[config.mk]
export PLATFORM = sky130hd
export DESIGN_NAME = sram_arbiter
export DESIGN_NICKNAME = d
export VERILOG_FILES = /design/src/rtl/sram_arb_pkg.sv /design/src/rtl/sram_arbiter_rr_pick2.sv /design/src/rtl/sram_arbiter.sv
export SDC_FILE = /design/constraint.sdc
export NUM_CORES = 1
export LEC_CHECK = 0
export CAP_MARGIN = 10
export CORE_MARGIN = 2
export CORE_UTILIZATION = 40
export DETAILED_ROUTE_END_ITERATION = 7
export GPL_TIMING_DRIVEN = 0
export PLACE_DENSITY = 0.82
export SLEW_MARGIN = 20
export SYNTH_ARGS = -nofsm -noshare
export SYNTH_HDL_FRONTEND = slang
export SYNTH_SLANG_ARGS = --single-unit
[constraint.sdc]
create_clock -name clk -period 2.8 [get_ports clk]
set_input_delay 0.84 -clock clk [delete_from_list [all_inputs] [get_ports clk]]
set_output_delay 0.84 -clock clk [all_outputs]
set_load 0.01 [all_outputs]
[src/rtl/sram_arb_pkg.sv]
// Shared definitions for the two-port SRAM arbiter:
// FSM encoding, timeout defaults and the latched transaction bundle.
package sram_arb_pkg;

    // Width of the WAIT-state cycle counter
    localparam int CNT_W = 4;

    // Default number of WAIT cycles before a transaction is aborted
    localparam int TIMEOUT_DEF = 15;

    // FSM state encoding
    localparam logic [1:0] ST_IDLE  = 2'd0;
    localparam logic [1:0] ST_ISSUE = 2'd1;
    localparam logic [1:0] ST_WAIT  = 2'd2;
    localparam logic [1:0] ST_DONE  = 2'd3;

    typedef logic [CNT_W-1:0] cnt_t;

    // Transaction captured at grant time
    typedef struct packed {
        logic        we;
        logic [31:0] addr;
        logic [31:0] wdata;
        logic        id;
    } xact_t;

    // Convert an integer timeout into the counter's width
    function automatic cnt_t cnt_limit(input int t);
        return cnt_t'(t);
    endfunction

endpackage

[src/rtl/sram_arbiter_rr_pick2.sv]
// Two-way round-robin picker: on a tie the port that did not
// win last time is chosen, otherwise the lone requester wins.
module rr_pick2 (
    input  logic req0,
    input  logic req1,
    input  logic last_grant,
    output logic valid,
    output logic grant
);

    // Pick a port from the current requests and the previous winner
    always_comb begin
        valid = req0 | req1;
        grant = (req0 & req1) ? ~last_grant : req1;
    end

endmodule

[src/rtl/sram_arbiter.sv]
// Two-requester arbiter in front of a single SRAM controller.
// One transaction at a time: grant, issue strobe, wait, ack.
module sram_arbiter
    import sram_arb_pkg::*;
#(
    parameter int TIMEOUT = TIMEOUT_DEF
) (
    input  logic        clk,
    input  logic        rst,
    input  logic        req0,
    input  logic        req1,
    input  logic        we0,
    input  logic        we1,
    input  logic [31:0] addr0,
    input  logic [31:0] addr1,
    input  logic [31:0] wdata0,
    input  logic [31:0] wdata1,
    output logic        ack0,
    output logic        ack1,
    output logic [31:0] rdata,
    output logic        mem_wr_en,
    output logic        mem_rd_en,
    output logic [31:0] mem_address,
    output logic [31:0] mem_writeData,
    input  logic [31:0] mem_readData,
    input  logic        mem_ready,
    output logic        busy,
    output logic        timeout_err
);

    localparam cnt_t TO_LIM = cnt_limit(TIMEOUT);

    logic [1:0]  state_q, state_d;
    xact_t       xact_q, xact_d;
    logic        last_q, last_d;
    cnt_t        cnt_q, cnt_d;
    cnt_t        cnt_nxt;
    logic [31:0] rdata_q, rdata_d;
    logic        terr_q, terr_d;
    logic        pick_vld;
    logic        pick_id;

    rr_pick2 u_pick (
        .req0       (req0),
        .req1       (req1),
        .last_grant (last_q),
        .valid      (pick_vld),
        .grant      (pick_id)
    );

    // Next-state logic for the transaction FSM and its datapath
    always_comb begin
        state_d = state_q;
        xact_d  = xact_q;
        last_d  = last_q;
        cnt_d   = cnt_q;
        rdata_d = rdata_q;
        terr_d  = terr_q;
        cnt_nxt = cnt_q + 1'b1;
        unique case (state_q)
            ST_IDLE: begin
                if (pick_vld) begin
                    xact_d.id    = pick_id;
                    xact_d.we    = pick_id ? we1 : we0;
                    xact_d.addr  = pick_id ? addr1 : addr0;
                    xact_d.wdata = pick_id ? wdata1 : wdata0;
                    last_d       = pick_id;
                    state_d      = ST_ISSUE;
                end
            end
            ST_ISSUE: begin
                cnt_d   = '0;
                state_d = ST_WAIT;
            end
            ST_WAIT: begin
                if (mem_ready) begin
                    if (!xact_q.we) begin
                        rdata_d = mem_readData;
                    end
                    state_d = ST_DONE;
                end else if (cnt_nxt == TO_LIM) begin
                    cnt_d   = cnt_nxt;
                    terr_d  = 1'b1;
                    state_d = ST_DONE;
                end else begin
                    cnt_d = cnt_nxt;
                end
            end
            ST_DONE: begin
                state_d = ST_IDLE;
            end
            default: begin
                state_d = ST_IDLE;
            end
        endcase
    end

    // State and datapath registers with synchronous reset
    always_ff @(posedge clk) begin
        if (rst) begin
            state_q <= ST_IDLE;
            xact_q  <= '0;
            last_q  <= 1'b1;
            cnt_q   <= '0;
            rdata_q <= '0;
            terr_q  <= 1'b0;
        end else begin
            state_q <= state_d;
            xact_q  <= xact_d;
            last_q  <= last_d;
            cnt_q   <= cnt_d;
            rdata_q <= rdata_d;
            terr_q  <= terr_d;
        end
    end

    // Outputs decoded from registered state only
    always_comb begin
        busy          = (state_q != ST_IDLE);
        mem_wr_en     = (state_q == ST_ISSUE) & xact_q.we;
        mem_rd_en     = (state_q == ST_ISSUE) & ~xact_q.we;
        ack0          = (state_q == ST_DONE) & ~xact_q.id;
        ack1          = (state_q == ST_DONE) & xact_q.id;
        mem_address   = xact_q.addr;
        mem_writeData = xact_q.wdata;
        rdata         = rdata_q;
        timeout_err   = terr_q;
    end

endmodule

==> run metrics <==
share of the synthesized area in compound gates (AO/OA/AOI/OAI) 15.89%; worst-path maximum fanout 7; Peak Freq 386.2 MHz; GPL Wtd Cong between 0.8 and 0.9; HPWL after DPL between 10 and 15 mm; main combinational cell family by area after synthesis compound AO/OA/AOI/OAI gates; aggregate global routing overflow 0; slew at the pin with the worst max-slew slack approximately 0.51 ns; overall die area roughly 13000 µm²; post-synth design cell area about 5000 µm²; Finish-stage setup viols 0; average instance area after synthesis between 8 and 9 µm²; number of ports placed on the die boundary between 200 and 300; violation count after the first detailed-route iteration roughly 170; global-route wire length before repair approximately 24 mm; Routed WL 15.63 mm; Fillers 983; Synth Area in Adders under 10%; clock buffers created by TritonCTS 9; Sinks on Clock Net 106; Post-Synth Simple-Gate Area between 10 and 15%; synthesis-stage register bit count 106; result of the run complete, no violations; xor and xnor area share after synthesis 0%; number of flops mapped to enable cells by yosys 0; number of unique standard cell types used by synthesis 33; critical-path cell with the highest stage delay clkdlybuf4s50_1; signal arrival time at the worst endpoint 1.75 ns; share of post-route cells with drive strength above 1 13.29%; Clock Skews roughly 0.013 ns; LEAKAGE 3.189 nW; final-layout setup total negative slack 0 ns; total count of max-transition violations in the final report 0; Startpoint Class flip-flop; Critical Path End Type output port; number of warning messages in the yosys log 0; clock latency on the worst-skew pair around 0.33 ns; cell-by-cell listing of the critical path inv_1 -> ha_1 -> inv_1 -> clkdlybuf4s50_1; register area share after synthesis 42.18%; Yosys top cell by area dfxtp_1; Starting Density about two fifths; Setup CP Type reg2out; maximum number of pins on one net before global-route repair 18; Max IR drop VDD about 0.56 mV; setup repair bufs after CTS 0; vias per inst just under 5; cell at the root of the clock tree clkbuf_16; first drt pass iteration count 4; worst min-delay path class reg2reg; Async SR Flop Fraction 0%; leading post-synthesis cells by cell area dfxtp_1 (42%), mux2i_1 (13%), a211oi_1 (9.7%); clock tree buffer depth 2; power density over the cells about 810 nW/µm²; leading post-synthesis cells by instance count dfxtp_1 (106), nor2_1 (71), nand2_1 (68); primary flip-flop cell chosen by synthesis mapping dfxtp_1; Synthesized Nets 740; final clock period utilization by the worst path between 90% and 100%; number of hold violations in the final report 0; post-cts hold buffer count 0; drc violations 0; Horiz. Die Dim between 100 and 150 µm; CTS tree yes; maximum level of the CTS H-tree 3; Worst Hold Margin approximately 0.46 ns; average wire per standard cell 15.36 µm; number of global-route vias before repair between 4000 and 5000; top cell type's share of synthesized area a little over two fifths; clock slew at the register clock pins of the worst setup and hold paths 0.06 ns; synthesized instance count roughly 570; Core Util, Final a little under 70%; initial antenna violation count 1; Port Buffers 267; number of nets with antenna violations after detailed routing 0; mux share of post-synthesis cell area between 10% and 20%; library cell appearing most often on the critical path inv_1; Core Rows 40; gr usage total around 22%; maxcap violations 0; die height between 100 and 150 µm; most instantiated library cell after synthesis dfxtp_1; cells resized by post-CTS repair 0; required time of the critical path about 2 ns; remaining max-slew budget at the tightest pin 66.15%; minimum period implied by the final worst setup slack around 2.6 ns; core footprint about 12000 µm²; # nets final ~1000; vias after detailed routing 4904; RSZ-0062 raised after global routing false; maximum cell stage delay along the critical path between 0.5 and 0.6 ns; Area Growth Syn to Fin 62.87%; number of antenna repair diodes 0
## cell families after synthesis
kind of cell    count (synthesis)
compound gates                119
fa+ha+maj                       6
buf+inv                       113
flops                         106
mux                            65
simple gates                  158
## worst max-delay path: cells and delay by family (launching register included)
kind | cells | cell delay, ns
buf+inv | 3 | 0.72
flops | 1 | 0.40
fa+ha+maj | 1 | 0.30
## path summary, 6_finish.rpt
check / startpoint / slack (ns) / end / depth (start not counted)
worst min-delay path: rdata[31]$_SDFFE_PP0P_ / 0.46 / rdata[31]$_SDFFE_PP0P_ / 2
worst max register to register: state_q[0]$_SDFFE_PP0P_ / 0.81 / mem_writeData[15]$_SDFFE_PP0P_ / 8
worst min register to register: rdata[31]$_SDFFE_PP0P_ / 0.46 / rdata[31]$_SDFFE_PP0P_ / 2
worst max-delay path: state_q[0]$_SDFFE_PP0P_ / 0.21 / busy / 4
## state kept, by name, summed over array words and instances, names as in the netlist
register / count
mem_address: 32
rdata: 32
cnt_q: 4
mem_writeData: 32
timeout_err: 1
last_q: 1
state_q: 2
xact_q: 2
## metrics by stage
step	std cells	instance area [µm²]	power [mW]	setup WS [ns]
2_1_floorplan	567	5031	4.013	0.9865
3_3_place_gp	1002	7914	5.379	0.2076
3_5_place_dp	1002	7914	5.479	0.1710
4_1_cts	1018	8194	6.688	0.2129
5_1_grt	1018	8194	7.071	0.1595
6_report	1018	8194	6.641	0.2108
## power by group
part / internal (mW) / leakage [nW] / switching (mW)
Sequential: 1.93 / 0.872 / 0.241
Combinational: 1.80 / 2.18 / 1.48
Clock: 0.634 / 0.133 / 0.560
Total: 4.36 / 3.19 / 2.28
## routing by layer
metal  wire [µm]  global-route usage [%]  share of wire (%)  up-vias
met4         208                   5.952                1.3        0
met3        1395                   6.072                8.9       14
met2        7885                   41.79                 50      207
met5           0                       0                  0        -
met1        6142                   24.47                 39     2247
li1            -                       -                  -     2436
## cells in the final DEF (no fill, tap or decap), types with 2 or more instances in the layout
cell type / n
clkdlybuf4s50_1: 267
dfxtp_1: 106
nor2_1: 71
nand2_1: 68
mux2i_1: 65
a211oi_1: 65
buf_4: 65
a21oi_1: 37
buf_2: 21
clkbuf_1: 15
clkbuf_16: 9
inv_1: 8
ha_1: 6
buf_6: 5
nor2b_1: 4
o21ai_0: 4
and2_1: 3
or2_2: 3
a311oi_1: 3
nand2b_1: 2
a31oi_1: 2
nand3b_1: 2
inv_6: 2
clkinvlp_4: 2
## layout make-up
class / count / area (µm²) / share of cell area (%)
plain buffers: 105 / 701.9 / 8.566
clock buffers: 11 / 242.7 / 2.962
clock inverters: 5 / 37.54 / 0.4581
inverters: 8 / 30.03 / 0.3665
multi-input cells: 348 / 2177 / 26.57
flip-flops and latches: 106 / 2122 / 25.90
well taps: 168 / 210.2 / 2.565
repair buffers: 267 / 2673 / 32.62
No activity file was read; power rests on OpenSTA's default activity.
